**src/rtl/bcd_frame_ctrl_pkg.sv**
```systemverilog
// Shared types and constants for the serial BCD operand frame loader.
package bcd_frame_ctrl_pkg;

  typedef enum logic [1:0] {
    StIdle,
    StShift,
    StHold
  } state_e;

  localparam int unsigned NDIG_DEFAULT = 4;
  localparam logic [3:0]  BCD_MAX      = 4'd9;

  function automatic int unsigned frame_bits(input int unsigned ndig);
    return 8 * ndig;
  endfunction

  function automatic int unsigned cnt_w(input int unsigned ndig);
    return $clog2(8 * ndig);
  endfunction

  localparam int unsigned FRAME_BITS = frame_bits(NDIG_DEFAULT);
  localparam int unsigned CNT_W      = cnt_w(NDIG_DEFAULT);

endpackage

```
**src/rtl/bcd_frame_ctrl_nibble_check.sv**
```systemverilog
// Flags a frame image in which any 4-bit nibble holds a non-BCD value (> 9).
module bcd_nibble_check
  import bcd_frame_ctrl_pkg::*;
#(
  parameter int unsigned NDIG = 4
) (
  input  logic [8*NDIG-1:0] data_i,
  output logic              err_o
);

  always_comb begin
    err_o = 1'b0;
    for (int i = 0; i < 2 * NDIG; i++) begin
      if (data_i[4*i +: 4] > BCD_MAX) begin
        err_o = 1'b1;
      end
    end
  end

endmodule

```
**src/rtl/bcd_frame_ctrl.sv**
```systemverilog
// Serial BCD operand loader: start-bit detect, one-frame shift-in, valid/ready hand-off.
module bcd_frame_ctrl
  import bcd_frame_ctrl_pkg::*;
#(
  parameter int unsigned NDIG = 4
) (
  input  logic              clk,
  input  logic              rst,
  input  logic              in,
  output logic              busy,
  output logic [4*NDIG-1:0] a_bcd,
  output logic [4*NDIG-1:0] b_bcd,
  output logic              bcd_err,
  output logic              out_valid,
  input  logic              out_ready
);

  localparam int unsigned          FrameBits = frame_bits(NDIG);
  localparam int unsigned          CntW      = cnt_w(NDIG);
  localparam logic [CntW-1:0]      LastCnt   = CntW'(FrameBits - 1);

  state_e                 state_q;
  logic [CntW-1:0]        cnt_q;
  // The newest bit arrives straight from `in`, so only FrameBits-1 bits need storing;
  // the full right-shifted image is {in, shreg_q}.
  logic [FrameBits-2:0]   shreg_q;
  logic [FrameBits-1:0]   frame_d;
  logic                   err_d;
  logic [4*NDIG-1:0]      a_q, b_q;
  logic                   err_q, valid_q, busy_q;

  assign frame_d = {in, shreg_q};

  bcd_nibble_check #(
    .NDIG(NDIG)
  ) u_check (
    .data_i(frame_d),
    .err_o (err_d)
  );

  always_ff @(posedge clk) begin
    if (rst) begin
      state_q <= StIdle;
      cnt_q   <= '0;
      shreg_q <= '0;
      a_q     <= '0;
      b_q     <= '0;
      err_q   <= 1'b0;
      valid_q <= 1'b0;
      busy_q  <= 1'b0;
    end else begin
      unique case (state_q)
        StIdle: begin
          if (in) begin
            state_q <= StShift;
            cnt_q   <= '0;
            busy_q  <= 1'b1;
          end
        end
        StShift: begin
          shreg_q <= frame_d[FrameBits-1:1];
          if (cnt_q == LastCnt) begin
            {b_q, a_q} <= frame_d;
            err_q      <= err_d;
            valid_q    <= 1'b1;
            cnt_q      <= '0;
            state_q    <= StHold;
          end else begin
            cnt_q <= cnt_q + CntW'(1);
          end
        end
        StHold: begin
          // Serial input is dropped here; the sender must watch busy.
          if (out_ready) begin
            valid_q <= 1'b0;
            busy_q  <= 1'b0;
            state_q <= StIdle;
          end
        end
        default: state_q <= StIdle;
      endcase
    end
  end

  assign busy      = busy_q;
  assign a_bcd     = a_q;
  assign b_bcd     = b_q;
  assign bcd_err   = err_q;
  assign out_valid = valid_q;

endmodule
```
**config.mk**
```make
export PLATFORM = sky130hd
export DESIGN_NAME = bcd_frame_ctrl
export DESIGN_NICKNAME = d
export VERILOG_FILES = /design/src/rtl/bcd_frame_ctrl_pkg.sv /design/src/rtl/bcd_frame_ctrl_nibble_check.sv /design/src/rtl/bcd_frame_ctrl.sv
export SDC_FILE = /design/constraint.sdc
export NUM_CORES = 1
export LEC_CHECK = 0
export ABC_CLOCK_PERIOD_IN_PS = 1600
export CAP_MARGIN = 20
export CORE_MARGIN = 10
export CORE_UTILIZATION = 50
export CTS_BUF_LIST = sky130_fd_sc_hd__clkbuf_4 sky130_fd_sc_hd__clkbuf_8
export DETAILED_ROUTE_END_ITERATION = 12
export PLACE_DENSITY = 0.77
export SLEW_MARGIN = 25
export SYNTH_ARGS = -nofsm -noshare
export SYNTH_HDL_FRONTEND = slang
export SYNTH_SLANG_ARGS = --single-unit
export TNS_END_PERCENT = 1
```
**constraint.sdc**
```tcl
create_clock -name clk -period 1.6 [get_ports clk]
set_clock_uncertainty 0.05 [all_clocks]
set_input_delay 0.24 -clock clk [delete_from_list [all_inputs] [get_ports clk]]
set_output_delay 0.24 -clock clk [all_outputs]
set_load 0.02 [all_outputs]
```
==> report_table.html, run 1 <==
<table>
<tr><th>Metric</th><th>Value</th></tr>
<tr><th colspan="2">Run status</th></tr>
<tr><td>Outcome</td><td>finished, violations left</td></tr>
<tr><td>Violations in the final reports</td><td>setup timing</td></tr>
<tr><th colspan="2">Final layout</th></tr>
<tr><td>Highest-count cells in the layout ignoring fill and taps</td><td>nand2_1 (129), dfxtp_1 (71), a21oi_1 (55)</td></tr>
<tr><td>Area occupied by multi-input gates</td><td>1190 µm²</td></tr>
<tr><td>Area growth syn-to-layout</td><td>30.2%</td></tr>
<tr><td>N_diodes</td><td>0</td></tr>
<tr><td>Nets@finish</td><td>385</td></tr>
<tr><td>Number of inserted filler cells in the final layout</td><td>437</td></tr>
<tr><td>Number of standard cells in the final layout excluding fillers</td><td>453</td></tr>
<tr><td>Most common cell after layout, fill and taps aside</td><td>nand2_1</td></tr>
<tr><td>Area of all sequential standard cells</td><td>1460 µm²</td></tr>
<tr><td>Fraction of layout instances using a drive strength above 1</td><td>14.9%</td></tr>
<tr><td>Final standard cell area without fillers</td><td>3540 µm²</td></tr>
<tr><td>Post-layout utilization of the core</td><td>68.0%</td></tr>
<tr><th colspan="2">Placed design</th></tr>
<tr><td>Standard cell area after detailed placement</td><td>3230 µm²</td></tr>
<tr><td>Setup slack after placement</td><td>-0.0417 ns</td></tr>
<tr><td>Routability cong.</td><td>0.758</td></tr>
<tr><td>Inst Count DP</td><td>436</td></tr>
<tr><td>Total half-perimeter wirelength after legalization and detailed placement</td><td>3880 µm</td></tr>
<tr><td>Port Buffers</td><td>38</td></tr>
<tr><th colspan="2">Logic synthesis</th></tr>
<tr><td>Share of synthesized area spent on multiplexers</td><td>0.368%</td></tr>
<tr><td>Share of synthesized cell area in full adder, half adder and majority cells</td><td>0.920%</td></tr>
<tr><td>Largest family of logic cells by synthesized area</td><td>simple AND/OR/NAND/NOR gates</td></tr>
<tr><td>Gate Count Post-Synth</td><td>337</td></tr>
<tr><td>Mean area per synthesized cell</td><td>8.07 µm²</td></tr>
<tr><td>Number of library cell types mapped by synthesis</td><td>27</td></tr>
<tr><td>Post-synthesis sequential element count</td><td>73</td></tr>
<tr><td>Simple-gate share of the synthesized area</td><td>22.5%</td></tr>
<tr><td>Synthesized area</td><td>2720 µm²</td></tr>
<tr><td>Area share of xor/xnor cells in the synthesized design</td><td>0%</td></tr>
<tr><td>Yosys warnings</td><td>0</td></tr>
<tr><td>Complex-gate fraction of the synthesized area</td><td>16.8%</td></tr>
<tr><td>Mapped Nets</td><td>343</td></tr>
<tr><td>Sequential fraction of the synthesis area</td><td>53.7%</td></tr>
<tr><th colspan="2">Floorplan</th></tr>
<tr><td>Die footprint</td><td>8790 µm²</td></tr>
<tr><td>Effective utilization at floorplan</td><td>52.3%</td></tr>
<tr><td>Row cnt</td><td>26</td></tr>
<tr><td>Die height</td><td>93.8 µm</td></tr>
<tr><td>I/O pins</td><td>39</td></tr>
<tr><td>Placeable core region</td><td>5200 µm²</td></tr>
<tr><td>Die extent in x</td><td>93.8 µm</td></tr>
<tr><th colspan="2">Detailed routing</th></tr>
<tr><td>Residual DRC</td><td>0</td></tr>
<tr><td>Detailed Route Iter0 Violations</td><td>164</td></tr>
<tr><td>Residual antenna-violating net count after detailed routing</td><td>0</td></tr>
<tr><td>Detailed Routing Iterations Pass 1</td><td>4</td></tr>
<tr><td>Routed vias/inst</td><td>5.12</td></tr>
<tr><td>Routed wire length per instance</td><td>13.2 µm</td></tr>
<tr><td>Post-detailed-routing wire length</td><td>5960 µm</td></tr>
<tr><td>Vias after detailed routing</td><td>2,319</td></tr>
<tr><th colspan="2">Global route</th></tr>
<tr><td>Initial antenna violation count</td><td>0</td></tr>
<tr><td>Overall overflow remaining after global route</td><td>0</td></tr>
<tr><td>Largest net degree at the start of global routing</td><td>32</td></tr>
<tr><td>Total GRT Usage</td><td>13.2%</td></tr>
<tr><td>Wire length of the first global-routing pass</td><td>9600 µm</td></tr>
<tr><td>Via count of the first global-routing pass</td><td>2,145</td></tr>
<tr><th colspan="2">Clock tree</th></tr>
<tr><td>Clock latency on the worst-skew pair</td><td>0.34 ns</td></tr>
<tr><td>Post-CTS Hold Buffers</td><td>0</td></tr>
<tr><td>Number of CTS-inserted buffers</td><td>9</td></tr>
<tr><td>Clock H-tree levels</td><td>3</td></tr>
<tr><td>Clock-pin slew of the registers on the worst-case setup and hold paths</td><td>0.07 ns</td></tr>
<tr><td>Clock root cell</td><td>clkbuf_8</td></tr>
<tr><td>CTS tree</td><td>built</td></tr>
<tr><td>Clock Path Buffers</td><td>2</td></tr>
<tr><td>Sink count of the clock tree</td><td>73</td></tr>
<tr><th colspan="2">Hold path</th></tr>
<tr><td>Type of the tightest min-delay check</td><td>input port to flop</td></tr>
<tr><th colspan="2">Critical path</th></tr>
<tr><td>Endpoint of the worst register-to-register path</td><td>bcd_err</td></tr>
<tr><td>Critical Path End Type</td><td>flop</td></tr>
<tr><td>Required time of the critical path</td><td>1.77 ns</td></tr>
<tr><td>Minimum setup slack among reg-to-reg paths</td><td>-0.05 ns</td></tr>
<tr><td>CP Launch Point</td><td>cnt_q[0]</td></tr>
<tr><td>WS Path Type</td><td>flop to flop</td></tr>
<tr><td>Worst setup endpoint</td><td>bcd_err</td></tr>
<tr><td>Origin of the critical flop-to-flop path</td><td>cnt_q[0]</td></tr>
<tr><td>Worst Reg2Reg Path Length in Cells</td><td>6</td></tr>
<tr><td>Largest fanout of any net on the critical path</td><td>7</td></tr>
<tr><td>Nature of the critical path startpoint</td><td>flop</td></tr>
<tr><td>Data arrival time of the critical path</td><td>1.82 ns</td></tr>
<tr><th colspan="2">STA</th></tr>
<tr><td>Slew of the pin with the lowest slew margin</td><td>0.418 ns</td></tr>
<tr><td>Pins Over Slew Limit</td><td>0</td></tr>
<tr><td>Relative slew margins</td><td>72.1%</td></tr>
<tr><td>Total count of hold-check failures in the final report</td><td>0</td></tr>
<tr><td>Final period demand of the worst path</td><td>1.65 ns</td></tr>
<tr><td>Final Cycle Share</td><td>103%</td></tr>
<tr><td>Setup TNS after final layout</td><td>-0.0480 ns</td></tr>
<tr><td>Final-layout worst hold slack</td><td>0.276 ns</td></tr>
<tr><td>Number of setup violations in the final report</td><td>1</td></tr>
<tr><td>Unrepaired setup endpoints after global routing</td><td>yes</td></tr>
<tr><td>Maximum achievable frequency</td><td>0.607 GHz</td></tr>
<tr><td>Worst setup margin</td><td>-0.0480 ns</td></tr>
<tr><th colspan="2">Run</th></tr>
<tr><td>Max-cap violations</td><td>0</td></tr>
<tr><th colspan="2">Power</th></tr>
<tr><td>Peak supply drop</td><td>0.000574 V</td></tr>
<tr><td>Leakage power figure</td><td>1.64 nW</td></tr>
<tr><td>Power per cell area</td><td>926 nW/µm²</td></tr>
<tr><td>Total power draw</td><td>3.28 mW</td></tr>
</table>
[state kept, by name (all words and copies together) (netlist names)]
register and cells:
b_bcd 16, cnt_q 5, state_q 2, bcd_err 1, out_valid 1, busy 1
shreg_q 31, a_bcd 16
[synthesized netlist by cell type, drive strengths merged]
cell type / count / area share, %
o31a: 2 / 0.64
nor2b: 3 / 0.69
nor2: 3 / 0.41
a211oi: 2 / 0.55
clkbuf: 11 / 2.6
and3: 1 / 0.23
nor4b: 1 / 0.32
nor3b: 1 / 0.46
nand3b: 3 / 0.97
nand3: 2 / 0.37
o21ai: 11 / 2.0
o21bai: 2 / 0.55
inv: 3 / 0.41
dfxtp: 73 / 54
buf: 13 / 2.6
a21oi: 68 / 13
nor3: 1 / 0.18
ha: 2 / 0.92
mux2i: 1 / 0.37
nand4: 1 / 0.23
nand2: 129 / 18
nand2b: 1 / 0.51
a22oi: 2 / 0.55
and3b: 1 / 0.32
[worst max-delay path: stages (launching register included)]
cell	delay, ns
dfxtp_2	0.36
ha_4	0.14
and3_4	0.19
ha_4	0.17
and3b_2	0.25
nand3_1	0.09
o31a_1	0.28
[power breakdown]
part | switching [mW] | internal [mW]
registers | 0.0109 | 1.83
logic | 0.0904 | 0.0532
clock network | 0.623 | 0.675
[metal layers]
| metal | routed length, µm | global-route usage (%) | up-vias |
|---|---|---|---|
| met4 | 38 | 6.20 | 0 |
| met3 | 303 | 4.32 | 4 |
| li1 | - | - | 1189 |
| met1 | 2810 | 15.5 | 1078 |
| met2 | 2800 | 21.2 | 48 |
| met5 | 0 | 0 | - |
[cell families (layout without fill, tap and decap cells)]
group                    Yosys count  after routing
AO/OA/AOI/OAI                     87             87
adder cells (fa/ha/maj)            2              2
flip-flops                        73             73
AND/OR/NAND/NOR                  147            147
buffers and inverters             27             73
multiplexers                       1              1
[worst min path at each step]
stage / start / to / slack, ns / cells past startpoint
2_1_floorplan: in / shreg_q[30] / 0.33 / 2
5_1_grt: rst / b_bcd[15] / 0.28 / 2
4_1_cts: rst / b_bcd[0] / 0.26 / 2
3_5_place_dp: shreg_q[0] / shreg_q[0] / 0.40 / 2
3_3_place_gp: a_bcd[0] / a_bcd[0] / 0.39 / 2
6_report: rst / shreg_q[13] / 0.28 / 2
[final cells by class]
type                    count  share of cell area (%)
multi-input cells         237                    33.7
repair buffers             55                    17.1
clock buffers              13                    4.70
inverters                   3                   0.318
well taps                  70                    2.47
flip-flops and latches     73                    41.3
clock inverters             2                   0.389
[what timing repair did]
action | 4_1_cts | 5_1_grt
buffers inserted | 0 | 2
resized for setup | 9 | 41
endpoints found under the setup margin | 25 | 59
pin swaps | 1 | 0
(Power assumes the default switching activity.)
==> run 2, diff against run 1 <==
--- a/config.mk
+++ b/config.mk
@@ -11,7 +11,7 @@
 export CORE_UTILIZATION = 50
 export CTS_BUF_LIST = sky130_fd_sc_hd__clkbuf_4 sky130_fd_sc_hd__clkbuf_8
 export DETAILED_ROUTE_END_ITERATION = 12
-export PLACE_DENSITY = 0.77
+export PLACE_DENSITY_LB_ADDON = 0.2
 export SLEW_MARGIN = 25
 export SYNTH_ARGS = -nofsm -noshare
 export SYNTH_HDL_FRONTEND = slang
==> report_table.html, run 2 (synthesis results as in run 1) <==
<table>
<tr><th>Metric</th><th>Value</th></tr>
<tr><th colspan="2">Final layout</th></tr>
<tr><td>Nets@finish</td><td>388 (+0.78%)</td></tr>
<tr><td>Fraction of layout instances using a drive strength above 1</td><td>16.8% (+1.9 points)</td></tr>
<tr><td>N_diodes</td><td>0 (unchanged)</td></tr>
<tr><td>Highest-count cells in the layout ignoring fill and taps</td><td>nand2_1 (126), dfxtp_1 (70), a21oi_1 (55)</td></tr>
<tr><td>Area growth syn-to-layout</td><td>34.3%</td></tr>
<tr><td>Largest register FFs</td><td>31 (unchanged)</td></tr>
<tr><td>Register ranked first by flip-flop count</td><td>shreg_q</td></tr>
<tr><td>Post-layout utilization of the core</td><td>70.2% (+2.1 points)</td></tr>
<tr><td>Final standard cell area without fillers</td><td>3650 µm² (+3.1%)</td></tr>
<tr><td>Most common cell after layout, fill and taps aside</td><td>nand2_1</td></tr>
<tr><td>Number of inserted filler cells in the final layout</td><td>422 (-3.4%)</td></tr>
<tr><th colspan="2">Critical path</th></tr>
<tr><td>Most prevalent standard cell on the critical path</td><td>ha_4</td></tr>
<tr><td>Longest individual stage delay on the worst path</td><td>0.36 ns (about the same)</td></tr>
<tr><td>Category of cells accounting for the largest share of critical-path delay</td><td>simple AND/OR/NAND/NOR gates</td></tr>
<tr><td>Nature of the critical path startpoint</td><td>flop</td></tr>
<tr><td>Minimum setup slack among reg-to-reg paths</td><td>-0.02 ns (+0.03 ns)</td></tr>
<tr><td>CP Launch Point</td><td>cnt_q[0]</td></tr>
<tr><td>CP bufs+invs</td><td>1 (+1)</td></tr>
<tr><td>Cells along the critical path</td><td>ha_4 -&gt; and3_4 -&gt; ha_4 -&gt; and3b_4 -&gt; clkbuf_16 -&gt; nand2_1 -&gt; a21oi_1</td></tr>
<tr><td>Required time of the critical path</td><td>1.83 ns (+0.06 ns)</td></tr>
<tr><td>Data arrival time of the critical path</td><td>1.85 ns (+0.03 ns)</td></tr>
<tr><td>Slowest cell on the critical path</td><td>dfxtp_4</td></tr>
<tr><td>Origin of the critical flop-to-flop path</td><td>cnt_q[0]</td></tr>
<tr><td>Largest fanout of any net on the critical path</td><td>7 (unchanged)</td></tr>
<tr><td>WS Path Type</td><td>flop to flop</td></tr>
<tr><td>Critical Path End Type</td><td>flop</td></tr>
<tr><th colspan="2">STA</th></tr>
<tr><td>Worst setup margin</td><td>-0.0225 ns (+0.0256 ns)</td></tr>
<tr><td>Slew of the pin with the lowest slew margin</td><td>0.360 ns (-0.0584 ns)</td></tr>
<tr><td>Total count of hold-check failures in the final report</td><td>0 (unchanged)</td></tr>
<tr><td>Final period demand of the worst path</td><td>1.62 ns (-0.0256 ns)</td></tr>
<tr><td>Number of setup violations in the final report</td><td>4 (+3)</td></tr>
<tr><td>Unrepaired setup endpoints after global routing</td><td>yes</td></tr>
<tr><td>Setup TNS after final layout</td><td>-0.0497 ns (-0.00166 ns)</td></tr>
<tr><td>Relative slew margins</td><td>76.0% (+3.9 points)</td></tr>
<tr><td>Final Cycle Share</td><td>101% (-1.6 points)</td></tr>
<tr><td>Pins Over Slew Limit</td><td>0 (unchanged)</td></tr>
<tr><td>Maximum achievable frequency</td><td>0.616 GHz (+1.6%)</td></tr>
<tr><th colspan="2">Floorplan</th></tr>
<tr><td>Placeable core region</td><td>5200 µm² (unchanged)</td></tr>
<tr><td>I/O pins</td><td>39 (unchanged)</td></tr>
<tr><td>Effective utilization at floorplan</td><td>52.3% (unchanged)</td></tr>
<tr><td>Die footprint</td><td>8790 µm² (unchanged)</td></tr>
<tr><td>Die extent in x</td><td>93.8 µm (unchanged)</td></tr>
<tr><td>Row cnt</td><td>26 (unchanged)</td></tr>
<tr><td>Die height</td><td>93.8 µm (unchanged)</td></tr>
<tr><th colspan="2">Clock tree</th></tr>
<tr><td>Post-CTS Hold Buffers</td><td>0 (unchanged)</td></tr>
<tr><td>Sink count of the clock tree</td><td>73 (unchanged)</td></tr>
<tr><td>Clock H-tree levels</td><td>3 (unchanged)</td></tr>
<tr><td>CTS tree</td><td>built</td></tr>
<tr><td>Clock Path Buffers</td><td>2 (unchanged)</td></tr>
<tr><td>Clock root cell</td><td>clkbuf_8</td></tr>
<tr><td>Clock-pin slew of the registers on the worst-case setup and hold paths</td><td>0.08 ns (about the same)</td></tr>
<tr><td>Clock latency on the worst-skew pair</td><td>0.35 ns (about the same)</td></tr>
<tr><td>Number of CTS-inserted buffers</td><td>9 (unchanged)</td></tr>
<tr><th colspan="2">Power</th></tr>
<tr><td>Power per cell area</td><td>999 nW/µm² (+7.9%)</td></tr>
<tr><td>Share of power burned in combinational logic</td><td>3.9% (-0.5 points)</td></tr>
<tr><td>Sw Pwr</td><td>796 µW (+9.8%)</td></tr>
<tr><td>Part of the power in the clock network</td><td>45.9% (+6.3 points)</td></tr>
<tr><td>Peak supply drop</td><td>0.000586 V (+2.1%)</td></tr>
<tr><td>Leakage power figure</td><td>1.67 nW (+1.8%)</td></tr>
<tr><td>Proportion of power drawn by flip-flops and latches</td><td>50.2% (-5.8 points)</td></tr>
<tr><td>Switching Share</td><td>21.8% (-0.29 points)</td></tr>
<tr><td>Cell internal pwr</td><td>2.85 mW (+12%)</td></tr>
<tr><th colspan="2">Hold path</th></tr>
<tr><td>Min-Delay Startpoint</td><td>rst</td></tr>
<tr><td>Type of the tightest min-delay check</td><td>input port to flop</td></tr>
<tr><th colspan="2">Detailed routing</th></tr>
<tr><td>Residual antenna-violating net count after detailed routing</td><td>0 (unchanged)</td></tr>
<tr><td>Detailed Route Iter0 Violations</td><td>139 (-15%)</td></tr>
<tr><td>Residual DRC</td><td>0 (unchanged)</td></tr>
<tr><td>Vias after detailed routing</td><td>2,371 (+2.2%)</td></tr>
<tr><td>Routed wire length per instance</td><td>14.4 µm (+9.2%)</td></tr>
<tr><td>Detailed Routing Iterations Pass 1</td><td>4 (unchanged)</td></tr>
<tr><td>Routed vias/inst</td><td>5.19 (+1.3%)</td></tr>
<tr><td>Post-detailed-routing wire length</td><td>6570 µm (+10%)</td></tr>
<tr><th colspan="2">Global route</th></tr>
<tr><td>Via count of the first global-routing pass</td><td>2,163 (+0.84%)</td></tr>
<tr><td>Largest net degree at the start of global routing</td><td>32 (unchanged)</td></tr>
<tr><td>Initial antenna violation count</td><td>0 (unchanged)</td></tr>
<tr><td>Overall overflow remaining after global route</td><td>0 (unchanged)</td></tr>
<tr><td>Total GRT Usage</td><td>14.2% (+0.99 points)</td></tr>
<tr><td>Wire length of the first global-routing pass</td><td>10,100 µm (+5.5%)</td></tr>
<tr><th colspan="2">Placed design</th></tr>
<tr><td>Standard cell area after detailed placement</td><td>3210 µm² (-0.62%)</td></tr>
<tr><td>Port Buffers</td><td>38 (unchanged)</td></tr>
<tr><td>Routability cong.</td><td>0.771 (+1.8%)</td></tr>
<tr><td>Total half-perimeter wirelength after legalization and detailed placement</td><td>3960 µm (+2.1%)</td></tr>
<tr><th colspan="2">Run status</th></tr>
<tr><td>Outcome</td><td>finished, violations left</td></tr>
<tr><td>Violations in the final reports</td><td>setup timing</td></tr>
<tr><th colspan="2">Run</th></tr>
<tr><td>Max-cap violations</td><td>0 (unchanged)</td></tr>
</table>
-- run 2: path summary, 6_finish.rpt --
| path | endpoint | depth (start not counted) |
|---|---|---|
| worst max-delay path | b_bcd[1] | 7 |
| worst min-delay path | a_bcd[10] | 3 |
| worst max register to register | b_bcd[1] | 7 |
| worst min register to register | a_bcd[0] | 2 |
-- run 2: power groups by stage --
| stage | Clock [mW] | Combinational, mW | Sequential, mW |
|---|---|---|---|
| 2_1_floorplan | 0 | 0.0852 | 1.88 |
| 3_3_place_gp | 0 | 0.132 | 1.88 |
| 3_5_place_dp | 0 | 0.134 | 1.88 |
| 4_1_cts | 1.69 | 0.135 | 1.83 |
| 5_1_grt | 1.79 | 0.155 | 1.83 |
| 6_report | 1.67 | 0.142 | 1.83 |
-- run 2: per-layer routing --
metal	part of all wire [%]	global-route usage, %	vias up
met5	0	0	-
met3	5.7	4.16	10
met2	47	21.5	65
met4	1.5	7.72	0
met1	46	17.6	1106
li1	-	-	1190
-- run 2: worst min-delay path, cell delays in order --
cell	delay (ns)
buf_2	0.11
buf_4	0.23
a21oi_2	0.04
-- run 2: what timing repair did --
action                     4_1_cts  5_1_grt
pin swaps                        0        5
setup endpoints to repair       17       59
gates cloned                     0        4
setup buffers                    0        2
gates resized for setup         14       47
-- run 2: layout make-up --
type                    count  area, µm²  area share (%)
multi-input cells         237       1210            33.2
repair buffers             58        636            17.4
clock buffers              12        159            4.35
flip-flops and latches     73       1470            40.3
clock inverters             4       75.1            2.06
inverters                   3       11.3           0.308
well taps                  70       87.6            2.40
-- run 2: metrics by stage --
stage	setup slack (ns)	total power, mW	cells	hold slack (ns)
finish	-0.0225	3.65	457	0.274
global route	-0.0798	3.78	457	0.284
CTS	0.000334	3.66	451	0.264
detailed placement	-0.0000360	2.01	435	0.397
global placement	0.0210	2.01	435	0.393
floorplan	0.0240	1.96	337	0.326
==> run 3, diff against run 2 <==
--- a/config.mk
+++ b/config.mk
@@ -6,12 +6,13 @@
 export NUM_CORES = 1
 export LEC_CHECK = 0
 export ABC_CLOCK_PERIOD_IN_PS = 1600
-export CAP_MARGIN = 20
 export CORE_MARGIN = 10
 export CORE_UTILIZATION = 50
 export CTS_BUF_LIST = sky130_fd_sc_hd__clkbuf_4 sky130_fd_sc_hd__clkbuf_8
 export DETAILED_ROUTE_END_ITERATION = 12
+export MAX_ROUTING_LAYER = met4
 export PLACE_DENSITY_LB_ADDON = 0.2
+export SETUP_SLACK_MARGIN = 0.05
 export SLEW_MARGIN = 25
 export SYNTH_ARGS = -nofsm -noshare
 export SYNTH_HDL_FRONTEND = slang
==> report_table.html, run 3 (synthesis results as in run 1) <==
<table>
<tr><th>Metric</th><th>Value</th></tr>
<tr><th colspan="2">Critical path</th></tr>
<tr><td>Endpoint of the worst register-to-register path</td><td>b_bcd[9]</td></tr>
<tr><td>Critical Path End Type</td><td>flop</td></tr>
<tr><td>Nature of the critical path startpoint</td><td>flop</td></tr>
<tr><td>Origin of the critical flop-to-flop path</td><td>cnt_q[1]</td></tr>
<tr><td>Minimum setup slack among reg-to-reg paths</td><td>0.01 ns (+0.03 ns)</td></tr>
<tr><td>WS Path Type</td><td>flop to flop</td></tr>
<tr><td>Slowest cell on the critical path</td><td>dfxtp_4</td></tr>
<tr><td>Worst Reg2Reg Path Length in Cells</td><td>7 (unchanged)</td></tr>
<tr><td>Required time of the critical path</td><td>1.83 ns (about the same)</td></tr>
<tr><td>Data arrival time of the critical path</td><td>1.82 ns (-0.03 ns)</td></tr>
<tr><td>Cells along the critical path</td><td>ha_4 -&gt; and3_4 -&gt; ha_4 -&gt; and3b_2 -&gt; buf_12 -&gt; nand2_1 -&gt; a21oi_2</td></tr>
<tr><td>Longest individual stage delay on the worst path</td><td>0.37 ns (about the same)</td></tr>
<tr><td>Most prevalent standard cell on the critical path</td><td>ha_4</td></tr>
<tr><td>Largest fanout of any net on the critical path</td><td>23 (+16)</td></tr>
<tr><th colspan="2">Global route</th></tr>
<tr><td>Wire length of the first global-routing pass</td><td>9710 µm (-4.2%)</td></tr>
<tr><td>Overall overflow remaining after global route</td><td>0 (unchanged)</td></tr>
<tr><td>Via count of the first global-routing pass</td><td>2,047 (-5.4%)</td></tr>
<tr><td>Initial antenna violation count</td><td>0 (unchanged)</td></tr>
<tr><td>Largest net degree at the start of global routing</td><td>48 (+50%)</td></tr>
<tr><td>Total GRT Usage</td><td>13.9% (-0.28 points)</td></tr>
<tr><th colspan="2">Final layout</th></tr>
<tr><td>Area occupied by multi-input gates</td><td>1190 µm² (-2.3%)</td></tr>
<tr><td>Highest-count cells in the layout ignoring fill and taps</td><td>nand2_1 (128), dfxtp_1 (71), a21oi_1 (56)</td></tr>
<tr><td>Number of inserted filler cells in the final layout</td><td>476 (+13%)</td></tr>
<tr><td>Most common cell after layout, fill and taps aside</td><td>nand2_1</td></tr>
<tr><td>Nets@finish</td><td>379 (-2.3%)</td></tr>
<tr><td>Fraction of layout instances using a drive strength above 1</td><td>13.5% (-3.3 points)</td></tr>
<tr><td>N_diodes</td><td>0 (unchanged)</td></tr>
<tr><td>Register ranked first by flip-flop count</td><td>shreg_q</td></tr>
<tr><td>Final standard cell area without fillers</td><td>3390 µm² (-7.1%)</td></tr>
<tr><td>Area growth syn-to-layout</td><td>24.7%</td></tr>
<tr><td>Largest register FFs</td><td>31 (unchanged)</td></tr>
<tr><td>Area of all sequential standard cells</td><td>1470 µm² (about the same)</td></tr>
<tr><th colspan="2">Floorplan</th></tr>
<tr><td>Die height</td><td>93.8 µm (unchanged)</td></tr>
<tr><td>Effective utilization at floorplan</td><td>52.3% (unchanged)</td></tr>
<tr><td>Die extent in x</td><td>93.8 µm (unchanged)</td></tr>
<tr><td>Row cnt</td><td>26 (unchanged)</td></tr>
<tr><td>I/O pins</td><td>39 (unchanged)</td></tr>
<tr><td>Die footprint</td><td>8790 µm² (unchanged)</td></tr>
<tr><td>Placeable core region</td><td>5200 µm² (unchanged)</td></tr>
<tr><th colspan="2">Detailed routing</th></tr>
<tr><td>Topmost layer with routed signal wires</td><td>met4</td></tr>
<tr><td>Residual DRC</td><td>0 (unchanged)</td></tr>
<tr><td>Post-detailed-routing wire length</td><td>5940 µm (-9.6%)</td></tr>
<tr><td>Vias after detailed routing</td><td>2,277 (-4.0%)</td></tr>
<tr><td>Residual antenna-violating net count after detailed routing</td><td>0 (unchanged)</td></tr>
<tr><td>Wire length on met2</td><td>2660 µm (-13%)</td></tr>
<tr><td>Detailed route wirelength on metal3</td><td>390 µm (+4.0%)</td></tr>
<tr><td>Routed wire length per instance</td><td>13.2 µm (-7.8%)</td></tr>
<tr><td>DRT met1 WL</td><td>2800 µm (-7.6%)</td></tr>
<tr><td>Routed vias/inst</td><td>5.08 (-2.0%)</td></tr>
<tr><td>Detailed Route Iter0 Violations</td><td>145 (+4.3%)</td></tr>
<tr><td>Detailed Routing Iterations Pass 1</td><td>4 (unchanged)</td></tr>
<tr><th colspan="2">Hold path</th></tr>
<tr><td>Hold Crit Depth</td><td>3 (unchanged)</td></tr>
<tr><td>Capture endpoint of the worst hold path</td><td>b_bcd[8]</td></tr>
<tr><td>Min-Delay Startpoint</td><td>rst</td></tr>
<tr><td>Type of the tightest min-delay check</td><td>input port to flop</td></tr>
<tr><th colspan="2">Run status</th></tr>
<tr><td>Outcome</td><td>finished clean</td></tr>
<tr><th colspan="2">Placed design</th></tr>
<tr><td>Routability cong.</td><td>0.769 (-0.34%)</td></tr>
<tr><td>Standard cell area after detailed placement</td><td>3210 µm² (about the same)</td></tr>
<tr><td>Port Buffers</td><td>38 (unchanged)</td></tr>
<tr><td>Total half-perimeter wirelength after legalization and detailed placement</td><td>3890 µm (-1.8%)</td></tr>
<tr><th colspan="2">STA</th></tr>
<tr><td>Total count of hold-check failures in the final report</td><td>0 (unchanged)</td></tr>
<tr><td>Maximum achievable frequency</td><td>0.629 GHz (+2.1%)</td></tr>
<tr><td>Relative slew margins</td><td>72.9% (-3.1 points)</td></tr>
<tr><td>Unrepaired setup endpoints after global routing</td><td>yes</td></tr>
<tr><td>Slew of the pin with the lowest slew margin</td><td>0.406 ns (+0.0465 ns)</td></tr>
<tr><td>Number of setup violations in the final report</td><td>0 (-4)</td></tr>
<tr><td>Final period demand of the worst path</td><td>1.59 ns (-0.0327 ns)</td></tr>
<tr><td>Final Cycle Share</td><td>99.4% (-2.0 points)</td></tr>
<tr><td>Pins Over Slew Limit</td><td>0 (unchanged)</td></tr>
<tr><td>Setup TNS after final layout</td><td>0 ns (+0.0497 ns)</td></tr>
<tr><th colspan="2">Power</th></tr>
<tr><td>Peak supply drop</td><td>0.000525 V (-10%)</td></tr>
<tr><td>Power per cell area</td><td>954 nW/µm² (-4.5%)</td></tr>
<tr><td>Leakage power figure</td><td>1.27 nW (-24%)</td></tr>
<tr><th colspan="2">Clock tree</th></tr>
<tr><td>Clock H-tree levels</td><td>3 (unchanged)</td></tr>
<tr><td>Sink count of the clock tree</td><td>73 (unchanged)</td></tr>
<tr><td>CTS tree</td><td>built</td></tr>
<tr><td>Number of CTS-inserted buffers</td><td>9 (unchanged)</td></tr>
<tr><td>Clock-pin slew of the registers on the worst-case setup and hold paths</td><td>0.07 ns (about the same)</td></tr>
<tr><td>Clock root cell</td><td>clkbuf_8</td></tr>
<tr><td>Post-CTS Hold Buffers</td><td>0 (unchanged)</td></tr>
<tr><td>Clock latency on the worst-skew pair</td><td>0.34 ns (about the same)</td></tr>
<tr><td>Clock Path Buffers</td><td>2 (unchanged)</td></tr>
<tr><th colspan="2">Run</th></tr>
<tr><td>Max-cap violations</td><td>0 (unchanged)</td></tr>
</table>
-- run 3: where the power goes --
part | switching, mW | total (mW) | leakage (nW) | internal [mW]
combinational | 0.0865 | 0.134 | 0.588 | 0.0477
clock | 0.673 | 1.27 | 0.0956 | 0.593
sequential | 0.0134 | 1.84 | 0.590 | 1.82
total | 0.772 | 3.24 | 1.27 | 2.46
-- run 3: per-stage QoR --
step           std cells  hold WS, ns  worst slack (ns)  util [%]  total power, mW
2_1_floorplan        337        0.326            0.0743         -             1.96
3_3_place_gp         432        0.392            0.0205      61.6             2.01
3_5_place_dp         432        0.396           -0.0128      61.6             2.01
4_1_cts              448        0.276           0.00311      64.4             3.26
5_1_grt              448        0.295           -0.0718      65.2             3.37
6_report             448        0.280            0.0102      65.2             3.24
-- run 3: critical path: cells and delay by family, from the launching register on --
kind / cells / cell delay [ns]
buffers and inverters: 1 / 0.17
AND/OR/NAND/NOR: 3 / 0.51
AO/OA/AOI/OAI: 1 / 0.12
adder cells (fa/ha/maj): 2 / 0.31
flip-flops: 1 / 0.37
-- run 3: timing repair --
item,CTS,global route
resized for setup,41,11
pin swaps,16,10
setup buffers,0,0
setup endpoints to repair,68,35
-- run 3: area by class of cell --
| type | instances | share of cell area [%] |
|---|---|---|
| multi-input combinational | 237 | 35.0 |
| timing repair buffer | 49 | 13.8 |
| clock buffer | 10 | 4.06 |
| sequential | 73 | 43.3 |
| inverter | 3 | 0.332 |
| tap | 70 | 2.58 |
| clock inverter | 6 | 0.996 |
-- run 3: worst max-delay path by stage --
stage	from	slack, ns	end
5_1_grt	cnt_q[1]	-0.07	b_bcd[6]
3_3_place_gp	cnt_q[1]	0.02	b_bcd[15]
6_report	cnt_q[1]	0.01	b_bcd[9]
2_1_floorplan	cnt_q[1]	0.07	bcd_err
4_1_cts	cnt_q[1]	0.003	b_bcd[9]
3_5_place_dp	cnt_q[1]	-0.01	b_bcd[9]
-- run 3: per-layer routing --
layer | GRT usage [%] | vias up
met5 | - | -
met4 | 7.22 | 0
met2 | 20.0 | 49
met1 | 17.3 | 1040
li1 | - | 1178
met3 | 3.84 | 10
